===== config.mk =====
export PLATFORM = sky130hd
export DESIGN_NAME = msrv32_iadder_arbiter
export DESIGN_NICKNAME = d
export VERILOG_FILES = /design/src/rtl/msrv32_iadder_arbiter.sv
export SDC_FILE = /design/constraint.sdc
export NUM_CORES = 1
export LEC_CHECK = 0
export CAP_MARGIN = 20
export CORE_AREA = 2 2 143 145
export CTS_CLUSTER_DIAMETER = 50
export DETAILED_ROUTE_END_ITERATION = 7
export DIE_AREA = 0 0 145 147
export PLACE_DENSITY_LB_ADDON = 0.1
export RECOVER_POWER = 25
export SYNTH_ARGS = -nofsm -noshare
export SYNTH_HDL_FRONTEND = slang
export SYNTH_SLANG_ARGS = --single-unit

===== constraint.sdc =====
create_clock -name clk_in -period 3.9 [get_ports clk_in]
set_input_delay 1.17 -clock clk_in [delete_from_list [all_inputs] [get_ports clk_in]]
set_output_delay 1.17 -clock clk_in [all_outputs]
set_load 0.05 [all_outputs]

===== src/rtl/msrv32_iadder_arbiter.sv =====
// Shares one immediate adder between the branch-target and LSU address ports.
// Define MSRV32_IADDER_RR_EN for round-robin conflicts, else port 0 has priority.
module msrv32_iadder_arbiter #(
   parameter int XLEN = 32
) (
   input  logic            clk_in,
   input  logic            rst_in,
   input  logic            req0_valid_in,
   output logic            req0_ready_out,
   input  logic            req0_src_in,
   input  logic [XLEN-1:0] req0_pc_in,
   input  logic [XLEN-1:0] req0_rs_1_in,
   input  logic [XLEN-1:0] req0_imm_in,
   input  logic            req1_valid_in,
   output logic            req1_ready_out,
   input  logic            req1_src_in,
   input  logic [XLEN-1:0] req1_pc_in,
   input  logic [XLEN-1:0] req1_rs_1_in,
   input  logic [XLEN-1:0] req1_imm_in,
   output logic [XLEN-1:0] pc_out,
   output logic [XLEN-1:0] rs_1_out,
   output logic [XLEN-1:0] imm_out,
   output logic            iadder_src_out,
   input  logic [XLEN-1:0] iadder_in,
   output logic            rsp_valid_out,
   input  logic            rsp_ready_in,
   output logic            rsp_id_out,
   output logic [XLEN-1:0] rsp_addr_out,
   output logic            rsp_misaligned_out
);

   typedef enum logic {
      EMPTY = 1'b0,
      FULL  = 1'b1
   } state_t;

   state_t          state;
   state_t          state_nxt;
   logic            can_accept;
   logic            grant0;
   logic            grant1;
   logic            pick1;
   logic            clr_bit0;
   logic [XLEN-1:0] cap_addr;

`ifdef MSRV32_IADDER_RR_EN
   // Holds the id of the most recent grant; the other port wins a conflict.
   logic rr_ptr;

   always_ff @(posedge clk_in) begin
      if (rst_in) begin
         rr_ptr <= 1'b1;
      end else if (grant0 | grant1) begin
         rr_ptr <= grant1;
      end
   end

   assign pick1 = ~rr_ptr;
`else
   assign pick1 = 1'b0;
`endif

   always_comb begin
      state_nxt      = state;
      can_accept     = 1'b0;
      grant0         = 1'b0;
      grant1         = 1'b0;
      pc_out         = '0;
      rs_1_out       = '0;
      imm_out        = '0;
      iadder_src_out = 1'b0;

      if (!rst_in) begin
         can_accept = (state == EMPTY) | rsp_ready_in;
      end

      grant0 = can_accept & req0_valid_in
             & (~req1_valid_in | ~pick1);
      grant1 = can_accept & req1_valid_in
             & (~req0_valid_in | pick1);

      if (grant0) begin
         pc_out         = req0_pc_in;
         rs_1_out       = req0_rs_1_in;
         imm_out        = req0_imm_in;
         iadder_src_out = req0_src_in;
      end else if (grant1) begin
         pc_out         = req1_pc_in;
         rs_1_out       = req1_rs_1_in;
         imm_out        = req1_imm_in;
         iadder_src_out = req1_src_in;
      end

      if (grant0 | grant1) begin
         state_nxt = FULL;
      end else if (state == FULL && rsp_ready_in) begin
         state_nxt = EMPTY;
      end
   end

   assign req0_ready_out = grant0;
   assign req1_ready_out = grant1;
   assign rsp_valid_out  = (state == FULL);

   // JALR targets drop bit 0 of the sum.
   assign clr_bit0 = grant0 & req0_src_in;
   assign cap_addr = {iadder_in[XLEN-1:1],
                      iadder_in[0] & ~clr_bit0};

   always_ff @(posedge clk_in) begin
      if (rst_in) begin
         state              <= EMPTY;
         rsp_id_out         <= 1'b0;
         rsp_addr_out       <= '0;
         rsp_misaligned_out <= 1'b0;
      end else begin
         state <= state_nxt;
         if (grant0 | grant1) begin
            rsp_id_out         <= grant1;
            rsp_addr_out       <= cap_addr;
            rsp_misaligned_out <= grant0 & cap_addr[1];
         end
      end
   end

endmodule


== Word level (Yosys, flattened, before mapping) ==
Index checks and enable logic that the tools add are counted.
W data, S select, Z words.

* Muxes and demuxes: 11
* Bitwise gates (word level): 11
* Reductions and logical operators: 2

{| class="wikitable"
|+ Operator list
! kind !! count
|-
| $mux W32 || 6
|-
| $and A1 B1 Y1 || 6
|-
| $mux W1 || 5
|-
| $not A1 Y1 || 3
|-
| $or A1 B1 Y1 || 2
|-
| $reduce_bool A2 Y1 || 1
|-
| $logic_and A1 B1 Y1 || 1
|}

* Register bits after elaboration: 35
* Input port bits: 231
* Logic and storage cells: 28

== Depth between registers and ports, before layout ==
* Depth in word-level cells: 7
* Depth in mapped cells: 7
* Mapped depth without buffers: 3

== Worst setup path before layout ==
No wires, ideal clock.

* Path kind: input-to-output
* Start point: input rsp_ready_in
* End point: output imm_out[22]
* Arrival: 2.910 ns
* Required time: 2.730 ns
* Path slack: -0.180 ns
* Cell stages on the path: 6
* Path buffers: 3
* Path through: nand2b_1 > buf_2 > and3_1 > buf_2 > clkbuf_1 > a22o_1

{| class="wikitable"
|+ RTL lines
! item !! line !! source
|-
| start, declared || 26 || <nowiki>input logic rsp_ready_in,</nowiki>
|-
| $or A1 B1 Y1 || 74 || <nowiki>can_accept = (state == EMPTY) | rsp_ready_in;</nowiki>
|-
| $mux W1 || 73 || <nowiki>if (!rst_in) begin</nowiki>
|-
| $and A1 B1 Y1 || 77 || <nowiki>grant0 = can_accept & req0_valid_in</nowiki>
|-
| named net req0_ready_out || 9 || <nowiki>output logic req0_ready_out,</nowiki>
|-
| $mux W32 || 82 || <nowiki>if (grant0) begin</nowiki>
|-
| end, declared || 22 || <nowiki>output logic [XLEN-1:0] imm_out,</nowiki>
|}

The timed path passes the listed nets, and every way through them passes these cells.

== Worst setup path in the final report ==
* Start point: input req0_valid_in
* End point: output imm_out[20]

* Word-level cells in the longest chain between the ends: 4

{| class="wikitable"
|+ RTL lines
! item !! line !! source
|-
| start, declared || 8 || <nowiki>input logic req0_valid_in,</nowiki>
|-
| $not A1 Y1 || 80 || <nowiki>& (~req0_valid_in | pick1);</nowiki>
|-
| $and A1 B1 Y1 || 80 ||
|-
| $mux W32 || 87 || <nowiki>end else if (grant1) begin</nowiki>
|-
| $mux W32 (*) || 82 ||
|}

Every way passes the cells marked *; elsewhere a longest branch is shown, timed or not.

==> impl_metrics.ini <==
[clocking]
cts_made_buffers = 5
cts_max_path_buffers = 2
cts-root-buf = clkbuf_16
insertion_delay_ps = 280
cts_tree = yes
ctsHoldBuffers = 0
clkTransAtPathRegs_ps = 60
htreeDepth = 2
cts_sinks = 35

[worst_setup_path]
crit_path_cell_trace = dlygate4sd2_1 > nor4b_4 > buf_4 > buf_12 > buf_16 > a22o_1 > buf_12
crit_type = in -> out
critPathCaptureType = output port
max_stage_delay_ps = 290
cp_slowest_cell = dlygate4sd2_1
crit_path_start_kind = primary input
path_buf_inv = 5
arrival_ps = 2590
path_delay_family = buffers and inverters
worst_ep_required_time_ps = 2730
cp_max_fo = 29
crit_top_cell = buf_12

[grt]
grt_pass1_vias = 4213
grt_max_degree = 63
grtUsageTotal = 0.202
antenna_found_initial = 11
overflow = 0
grt_pass1_wl_um = 31900

[layout]
syn2layout_area_growth_pct = 226
final_common_cell = clkdlybuf4s50_1
n_fill_cell = 1938
layout.nets = 870
final_core_util = 0.401
layout-drive-gt1-share = 0.252
final_cell_mix = clkdlybuf4s50_1 (254), buf_12 (104), a22o_1 (75), dfxtp_1 (35), a21oi_1 (34)

[routing]
drc = 0
drt_iter0_markers = 128
firstDrtPassIters = 5
vias = 4064
drtAntennaViolNets = 0
drt_wl_total_um = 22500
avgViaCountPerCell = 4.42
routedWlPerCell_um = 24.4

[yosys]
synthSimpleGateAreaFrac = 0.106
synth_area_um2 = 2440
ys_warn_count = 0
synth.area.mux_share = 0
synth_top_family_by_area = compound AO/OA/AOI/OAI gates
synth-xor-area-share = 0
synthCells = 288
synth-compound-area-share = 0.526
syn-num-nets = 519
synth_sequential_area_ratio = 0.287
yosysUniqueCellTypes = 18
synth.avg_cell_area_um2 = 8.48
ys_ff_latch = 35
synthAdderAreaFrac = 0

[sta]
fin_skew_ps = 3.57
setup_ws_ps = 144
relSlewSlack = -0.151
fmax_ghz = 0.266
period_minus_slack_ps = 3760
worst_pin_slew_ps = 1730
setup_viol = 0
drv_slew = 37
rsz0062_at_grt = false
hold_viol_final = 0
whs_ps = 467
min_period_over_period = 0.963

[power_and_ir_drop]
p_leak_nw = 3.11
max-vdd-ir-drop_mv = 0.155
powerDensity_nw_per_um2 = 245
power_mw = 1.95

[placed_design]
dp_hpwl_um = 18500
io_buffers = 364
gp_congestion = 0.909
dp_slack_ps = -111

[status]
status = complete, but fails checks
violations = capacitance limit, slew limit

[floorplan]
core_um2 = 19800
num_rows = 52
die-width_um = 145
io_pins = 365
dieHeight_um = 147
die-area_um2 = 21300
initial_core_util = 0.123

[run]
max_cap_viol_count = 1

[min_path]
hp-class = reg -> reg
## area by class of cell
cell class	instances	area, µm²	share of cell area
Timing Repair Buffer	391	4970	0.625
Inverter	1	3.75	0.000472
Clock buffer	6	139	0.0175
Multi-Input combinational cell	205	1750	0.219
Clock inverter	2	35.0	0.00440
Tap cell	270	338	0.0425
Sequential cell	35	701	0.0881
Antenna cell	10	25.0	0.00315
## final timing paths
path | endpoint | slack [ps] | from | depth (start not counted)
worst min register to register | rsp_addr_out[9] | 470 | rsp_addr_out[9] | 2
worst max register to register | rsp_addr_out[0] | 1660 | rsp_valid_out | 4
worst max-delay path | imm_out[20] | 140 | req0_valid_in | 7
worst min-delay path | rsp_addr_out[9] | 470 | rsp_addr_out[9] | 2
## report_power, final
group	switching, mW	internal [mW]
registers	0.0108	0.378
logic	0.529	0.556
clock network	0.157	0.318
## Yosys cell counts
library cell,count,area share
a22o_1,97,0.35
or2_2,1,0.0026
a21oi_1,34,0.070
dfxtp_1,35,0.29
nand4_1,33,0.085
clkinv_1,1,0.0015
buf_4,2,0.0061
buf_1,4,0.0061
and3_1,1,0.0026
buf_2,8,0.016
o31ai_1,33,0.10
nor4b_4,1,0.0097
nor2_1,1,0.0015
a211oi_1,1,0.0031
a221oi_1,1,0.0036
clkbuf_1,33,0.051
nor2b_1,1,0.0026
nand2b_1,1,0.0026
## metal layers
layer  wire (µm)  GRT usage
met1        8750      0.222
met2       11700      0.358
met3        1690     0.0773
met4         388     0.0703
met5           0          0
## kinds of logic after synthesis
group	Yosys count
buffers and inverters	48
AND/OR/NAND/NOR	39
AO/OA/AOI/OAI	166
flip-flops	35
## tightest hold or removal path, cell delays in order (launching register included)
cell	delay, ps
dfxtp_1	310
o31ai_1	60
a21oi_1	60
## flip-flops by register name, indices dropped and copies added, names as in the netlist
| name | cells |
|---|---|
| rsp_addr_out | 32 |
| rsp_valid_out | 1 |
| rsp_id_out | 1 |
| rsp_misaligned_out | 1 |
## timing repair
action,4_1_cts,5_1_grt
cloned,0,2
pin swaps,1,5
buffers inserted,0,2
hold endpoints to repair,0,0
endpoints found under the setup margin,73,93
resized for setup,10,20
## through the flow
stage,cells,setup TNS [ps],area [µm²]
2_1_floorplan,288,0,2440
3_3_place_gp,898,-410,7480
3_5_place_dp,898,-1400,7480
4_1_cts,906,-35.5,7710
5_1_grt,918,0,7950
6_report,920,0,7950
Note: power is estimated with default switching activity, not from simulation.
